File: src/rtl/tally_pkg.sv
// Shared constants for the wrap tally: counter limits, BCD bounds and
// seven-segment patterns in {g,f,e,d,c,b,a} order, active-high.
package tally_pkg;

    localparam logic [3:0] LAST_COUNT = 4'd6;
    localparam logic [3:0] BCD_MAX    = 4'd9;

    localparam logic [6:0] SEG_0     = 7'b0111111;
    localparam logic [6:0] SEG_1     = 7'b0000110;
    localparam logic [6:0] SEG_2     = 7'b1011011;
    localparam logic [6:0] SEG_3     = 7'b1001111;
    localparam logic [6:0] SEG_4     = 7'b1100110;
    localparam logic [6:0] SEG_5     = 7'b1101101;
    localparam logic [6:0] SEG_6     = 7'b1111101;
    localparam logic [6:0] SEG_7     = 7'b0000111;
    localparam logic [6:0] SEG_8     = 7'b1111111;
    localparam logic [6:0] SEG_9     = 7'b1101111;
    localparam logic [6:0] SEG_BLANK = 7'b0000000;

    typedef struct packed {
        logic [3:0] tens;
        logic [3:0] ones;
    } bcd2_t;

endpackage

File: src/rtl/seg7_decoder.sv
// Combinational BCD to seven-segment decode; non-BCD codes blank the digit.
module seg7_decoder
    import tally_pkg::*;
(
    input  logic [3:0] digit,
    output logic [6:0] seg
);

    always_comb begin
        seg = SEG_BLANK;
        case (digit)
            4'd0: seg = SEG_0;
            4'd1: seg = SEG_1;
            4'd2: seg = SEG_2;
            4'd3: seg = SEG_3;
            4'd4: seg = SEG_4;
            4'd5: seg = SEG_5;
            4'd6: seg = SEG_6;
            4'd7: seg = SEG_7;
            4'd8: seg = SEG_8;
            4'd9: seg = SEG_9;
            default: seg = SEG_BLANK;
        endcase
    end

endmodule

File: src/rtl/wrap_tally_display.sv
// Counts 6->0 wraps of the upstream mod-7 counter into a two-digit BCD tally
// and scans it onto a multiplexed two-digit seven-segment display.
module wrap_tally_display
    import tally_pkg::*;
#(
    parameter int SCAN_DIV = 4
) (
    input  logic       clk,
    input  logic       rst,
    input  logic [3:0] count_in,
    input  logic       clr,
    output logic [3:0] tally_ones,
    output logic [3:0] tally_tens,
    output logic       wrap_pulse,
    output logic       ovf,
    output logic       err,
    output logic [6:0] seg,
    output logic [1:0] an
);

    localparam int                SCAN_W    = $clog2(SCAN_DIV);
    localparam logic [SCAN_W-1:0] SCAN_LAST = SCAN_W'(SCAN_DIV - 1);

    logic [3:0]        prev;
    logic              prev_vld;
    bcd2_t             tally;
    logic              wrap_hit;
    logic              tally_full;
    logic [SCAN_W-1:0] scan_cnt;
    logic              sel;
    logic [3:0]        digit_sel;

    function automatic bcd2_t bcd_inc(input bcd2_t v);
        bcd2_t r;
        r = v;
        if (v.ones == BCD_MAX) begin
            r.ones = 4'd0;
            r.tens = (v.tens == BCD_MAX) ? 4'd0 : v.tens + 4'd1;
        end else begin
            r.ones = v.ones + 4'd1;
        end
        return r;
    endfunction

    // prev_vld masks the first cycle after reset so a stale prev can never wrap
    always_ff @(posedge clk or posedge rst) begin
        if (rst) begin
            prev     <= 4'd0;
            prev_vld <= 1'b0;
        end else begin
            prev     <= count_in;
            prev_vld <= 1'b1;
        end
    end

    assign wrap_hit   = prev_vld && (prev == LAST_COUNT) && (count_in == 4'd0);
    assign tally_full = (tally.ones == BCD_MAX) && (tally.tens == BCD_MAX);

    // clr outranks a coincident wrap for the tally, but the pulse still fires
    always_ff @(posedge clk or posedge rst) begin
        if (rst) begin
            tally      <= '0;
            wrap_pulse <= 1'b0;
            ovf        <= 1'b0;
            err        <= 1'b0;
        end else begin
            wrap_pulse <= wrap_hit;
            if (clr) begin
                tally <= '0;
                ovf   <= 1'b0;
                err   <= 1'b0;
            end else begin
                if (wrap_hit) begin
                    tally <= bcd_inc(tally);
                    if (tally_full) begin
                        ovf <= 1'b1;
                    end
                end
                if (count_in > LAST_COUNT) begin
                    err <= 1'b1;
                end
            end
        end
    end

    always_ff @(posedge clk or posedge rst) begin
        if (rst) begin
            scan_cnt <= '0;
            sel      <= 1'b0;
        end else if (scan_cnt == SCAN_LAST) begin
            scan_cnt <= '0;
            sel      <= ~sel;
        end else begin
            scan_cnt <= scan_cnt + SCAN_W'(1);
        end
    end

    assign digit_sel  = sel ? tally.tens : tally.ones;
    assign an         = sel ? 2'b01 : 2'b10;
    assign tally_ones = tally.ones;
    assign tally_tens = tally.tens;

    seg7_decoder u_dec (
        .digit (digit_sel),
        .seg   (seg)
    );

endmodule

File: config.mk
export PLATFORM = sky130hd
export DESIGN_NAME = wrap_tally_display
export DESIGN_NICKNAME = d
export VERILOG_FILES = /design/src/rtl/tally_pkg.sv /design/src/rtl/seg7_decoder.sv /design/src/rtl/wrap_tally_display.sv
export SDC_FILE = /design/constraint.sdc
export NUM_CORES = 1
export LEC_CHECK = 0
export ABC_AREA = 1
export CORE_AREA = 2 2 60 62
export CTS_CLUSTER_DIAMETER = 50
export CTS_CLUSTER_SIZE = 40
export DETAILED_ROUTE_END_ITERATION = 12
export DIE_AREA = 0 0 62 64
export DONT_BUFFER_PORTS = 1
export PLACE_DENSITY_LB_ADDON = 0.1
export SLEW_MARGIN = 25
export SYNTH_ARGS = -nofsm -noshare
export SYNTH_HDL_FRONTEND = slang
export SYNTH_SLANG_ARGS = --single-unit
File: constraint.sdc
create_clock -name clk -period 4.1 [get_ports clk]
set_input_delay 0.615 -clock clk [delete_from_list [all_inputs] [get_ports clk]]
set_output_delay 0.615 -clock clk [all_outputs]
set_load 0.005 [all_outputs]
Yosys cells after proc, flatten, opt, wreduce, memory -nomap -nowiden
Memories as Yosys holds them, arrays and structs flattened.
Index checks and enable logic that the tools add are counted.
{"block": "totals", "ff_bits": 19, "romBits": 112, "in_bits": 7, "out_inout_bits": 20, "wordCells": 42, "mem_count": 1}
{"name": "(no name shown)", "depth": 16, "width": 7, "read_ports": 1, "rd_clocked_by_memory_dff": 0, "write_ports": 0, "line_no": "seg7_decoder.sv:11", "text": "case (digit)"}
{"block": "op_classes", "add_sub_neg": 3, "magnitude_cmp": 1, "eq_ne": 4, "n_mux": 13, "bitwise": 1, "n_reduce_logical": 10}
{"op": "$mux 4", "n": 4}
{"op": "$mux 8", "n": 2}
{"op": "$add 4x1->4 const B", "n": 2}
{"op": "$eq 4x4->1 const B", "n": 2}
{"op": "$reduce_bool 2->1", "n": 4}
{"op": "$mux 1", "n": 5}
{"op": "$eq 4x3->1 const B", "n": 1}
{"op": "$gt 4x3->1 const B", "n": 1}
{"op": "$logic_not 4->1", "n": 1}
{"op": "$mux 2", "n": 2}
{"op": "$reduce_and 2->1", "n": 2}
{"op": "$logic_and 1x1->1", "n": 3}
{"op": "$add 2x1->2 const B", "n": 1}
{"op": "$eq 2x2->1 const B", "n": 1}
{"op": "$not 1->1", "n": 1}

Depth between registers and ports, before layout
{"block": "logic_depth", "depth_word": 5, "mapped_depth": 11, "ltp_nobuf": 10}

Modules after synthesis
A second synthesis with hierarchy kept.
{"block": "unflattened", "cells_unflattened": 166, "area_unflattened_um2": 1263.7}
{"module": "wrap_tally_display", "n_inst": 1, "cells_each": 127, "area_per_inst_um2": 1053.5, "seq_area_each_um2": 475.5}
{"module": "seg7_decoder", "n_inst": 1, "cells_each": 39, "area_per_inst_um2": 210.2, "seq_area_each_um2": 0.0}

Worst setup path before layout
No wires, ideal clock.
{"block": "synth_path", "path_type": "register to output", "from": "register sel", "to": "output seg[6]", "arrival_time_ns": 1.476, "required_ns": 3.485, "setup_slack_ns": 2.009, "stages_incl_launch_ff": 12, "n_path_buf": 1, "cell_sequence": "dfrtp_1 > buf_6 > inv_2 > or2_1 > o21ai_1 > inv_1 > ha_1 > inv_1 > nand2_1 > o21ai_0 > nand2_1 > nand2_1"}
{"block": "synth_via", "elab_chain_len": 2}
{"item": "start: declaration", "line_no": "wrap_tally_display.sv:30", "text": "logic sel;"}
{"item": "start signal: assignment", "line_no": "wrap_tally_display.sv:92", "text": "sel <= ~sel;"}
{"item": "$mux 4", "line_no": "wrap_tally_display.sv:98", "text": "assign digit_sel = sel ? tally.tens : tally.ones;"}
{"item": "$mem_v2 16x7"}
{"item": "end: declaration", "line_no": "wrap_tally_display.sv:17", "text": "output logic [6:0] seg,"}
Every way passes these cells.

Worst setup path after layout
Ends and elaborated chain as after synthesis.

==> metrics.md <==
| Metric | Value |
|---|---|
| Crit. End Element | output port |
| Cell area after synthesis | 1221 µm² |
| Row count | 21 |
| Worst vdd ir | 0.2562 mV |
| Worst path bufs/invs | 3 |
| Reg2reg start | tally_ones[0] |
| Cell Pwr Density | 258.5 nW/µm² |
| Area occupied by registers | 475.5 µm² |
| Fmax | 0.3706 GHz |
| Multi-input combinational cell area | 625.6 µm² |
| Largest net degree at the start of global routing | 20 |
| Final antenna-violating net count | 0 |
| Iteration-0 DRC Markers | 50 |
| Hpwl dp | 1955 µm |
| Worst Tran Pin Value | 0.7339 ns |
| Worst-path cell chain | inv_2, or2_1, o21ai_1, inv_1, ha_1, inv_1, nand2_1, o21ai_0, nand2_1, nand2_1 |
| Slew headroom | 51.02% |
| Int Pwr | 0.2429 mW |
| Cts hold-fix bufs | 0 |
| Dpl cells | 204 |
| Max incr delay on CP | 0.63 ns |
| Max-Cap Viols | 0 |
| Fin. Hold Viols | 0 |
| Post-CTS Setup Inserts | 0 |
| Final max-slew violation count | 0 |
| Syn. warnings | 0 |
| Worst setup margin | 1.401 ns |
| CP delay by family, top | flip-flops |
| Total track usage | 14.41% |
| Final min period | 2.699 ns |
| Core area | 3284 µm² |
| Min-Delay Path Class | input pin to asynchronous set/reset pin |
| Final setup violation count | 0 |
| Syn_area_per_cell | 7.632 µm² |
| Vias per cell | 4.779 |
| TritonCTS sink count | 19 |
| Fill count | 357 |
| Initial Util | 37.18% |
| Die area | 3968 µm² |
| Area delta synth->final | 5.328% |
| Pre-CTS setup slack | 1.707 ns |
| CP most frequent cell | nand2_1 |
| Global route total overflow | 0 |
| First-pass GRT wire length | 4381 µm |
| DR pass1 iterations | 4 |
| Die width | 62 µm |
| Ratio of final minimum period to clock period | 65.82% |
| Layout Nets | 181 |
| Via count | 994 |
| Resized cells post-CTS | 0 |
| Clk_skew | 0.005726 ns |
| Flops & latches, synth | 19 |
| # diodes | 0 |
| Comb pwr share | 11.0% |
| PortBufs | 0 |
| Synth top area cells | dfrtp_1 39%, ha_1 11%, nand2_1 10%, nand3_1 7.8%, inv_1 6.5% |
| Distinct cell type count of the synthesized netlist | 22 |
| Sequential fraction of the synthesis area | 38.93% |
| Crit-path slowest cell | dfrtp_1 |
| Area leader, netlist | dfrtp_1 |
| Synth Instances | 160 |
| DRC | 0 |
| Die Ht | 64 µm |
| Final std cells w/o fill | 208 |
| Area share of the largest cell type after synthesis | 38.93% |
| Reg power frac | 60.7% |
| Critical path peak fanout | 10 |
| Layout cells sized above 1 | 11.73% |
| CTS Root Cell | clkbuf_4 |
| Kind of critical path | flop to output port |
| Detailed Route WL | 2484 µm |
| Ports | 27 |
| Gp weighted congestion | 0.7436 |
| Longest Clk Path Bufs | 2 |
| Most frequent cells in the layout | 33 x nand2_1, 21 x inv_1, 19 x nor2_1, 19 x nand3_1, 19 x dfrtp_1 |
| WHS | 0.3191 ns |
| Clock transition at the registers of the reported paths | 0.11 ns |
| CP startpoint kind | flop |
| Switching power | 0.08964 mW |
| Skew-Pair Late Insertion Delay | 0.29 ns |
| WL per Instance | 11.94 µm |
| Leakage | 0.6518 nW |
| Pwr Total | 0.3326 mW |
| Clock network fraction of total power | 28.3% |
| Outcome | completed |
| CTS tree | yes |
| WP data arrival | 2.08 ns |
| Switching Fraction | 26.95% |
| Worst EP required | 3.48 ns |
| Antenna violations before repair | 0 |
| Setup crit start | sel |
| Commonest non-fill, non-tap cell in the layout | nand2_1 |
| RSZ-0062 raised after global routing | false |
| Cts bufs inserted | 3 |
| Number of global-route vias before repair | 975 |
| Mapped Nets | 178 |
| Fin Setup TNS | 0 ns |
| Depth of the CTS H-tree | 1 |
[final cells by class]
class,count,area share [%]
Multi-Input combinational cell,112,48.64
Sequential cell,19,36.97
Inverter,27,7.879
Tap cell,46,4.475
Clock buffer,4,2.043
[flip-flops by register name, summed over array words and instances (netlist names)]
name	cells
prev	4
wrap_pulse	1
prev_vld	1
tally_ones	4
ovf	1
sel	1
scan_cnt	2
err	1
tally_tens	4
[per-stage QoR]
step / cell area [µm²] / util, %
detailed placement: 1260 / 38.36
global placement: 1260 / 38.36
CTS: 1286 / 39.16
floorplan: 1221 / -
finish: 1286 / 39.16
global route: 1286 / 39.16
[layer usage]
layer  routed length, µm  vias up  GRT usage (%)  share of wire (%)
met2                1177       21          24.22                 47
li1                    -      505              -                  -
met5                   0        -              0                  0
met1                1174      466          18.61                 47
met3                 118        2          4.049                4.8
met4                  13        0          1.596               0.52
[worst paths after layout]
check	endpoint	cells past startpoint	slack, ns
setup / recovery	seg[6]	10	1.40
hold reg to reg	scan_cnt[0]	1	0.43
max in group asynchronous	tally_ones[0]	1	3.32
hold / removal	tally_ones[3]	1	0.32
setup reg to reg	tally_tens[0]	6	2.58
min in group clk	prev[1]	0	0.34
[cell usage after synthesis]
library cell,count
a21oi_1,2
inv_2,6
o21ai_4,1
or2_1,1
nand2_2,4
nand3_2,1
o21ai_2,1
xnor2_1,2
o21ai_0,6
ha_1,11
o21ai_1,3
buf_4,1
xor2_1,2
dfrtp_1,19
inv_1,21
conb_1,1
nor2_2,3
buf_6,1
nand4_1,3
nand3_1,19
nand2_1,33
nor2_1,19
[cell families (layout without fill, tap and decap cells)]
family,count (synthesis),after routing,synth area share (%)
other,1,1,0.3071
xor gates and xnor gates,4,4,2.869
adders and majority gates,11,11,11.27
and+or+nand+nor,83,83,30.23
DFF,19,19,38.93
AOI/OAI and AO/OA,13,13,6.558
buffers and inverters,29,31,9.836
[power by group through the flow]
| stage | sequential, mW | combinational [mW] | clock, mW |
|---|---|---|---|
| global placement | 0.206 | 0.0366 | 0 |
| CTS | 0.202 | 0.0375 | 0.101 |
| finish | 0.202 | 0.0366 | 0.0940 |
| global route | 0.203 | 0.0442 | 0.109 |
| floorplan | 0.203 | 0.0305 | 0 |
| detailed placement | 0.206 | 0.0373 | 0 |
Power figures use the tool's default switching activity.
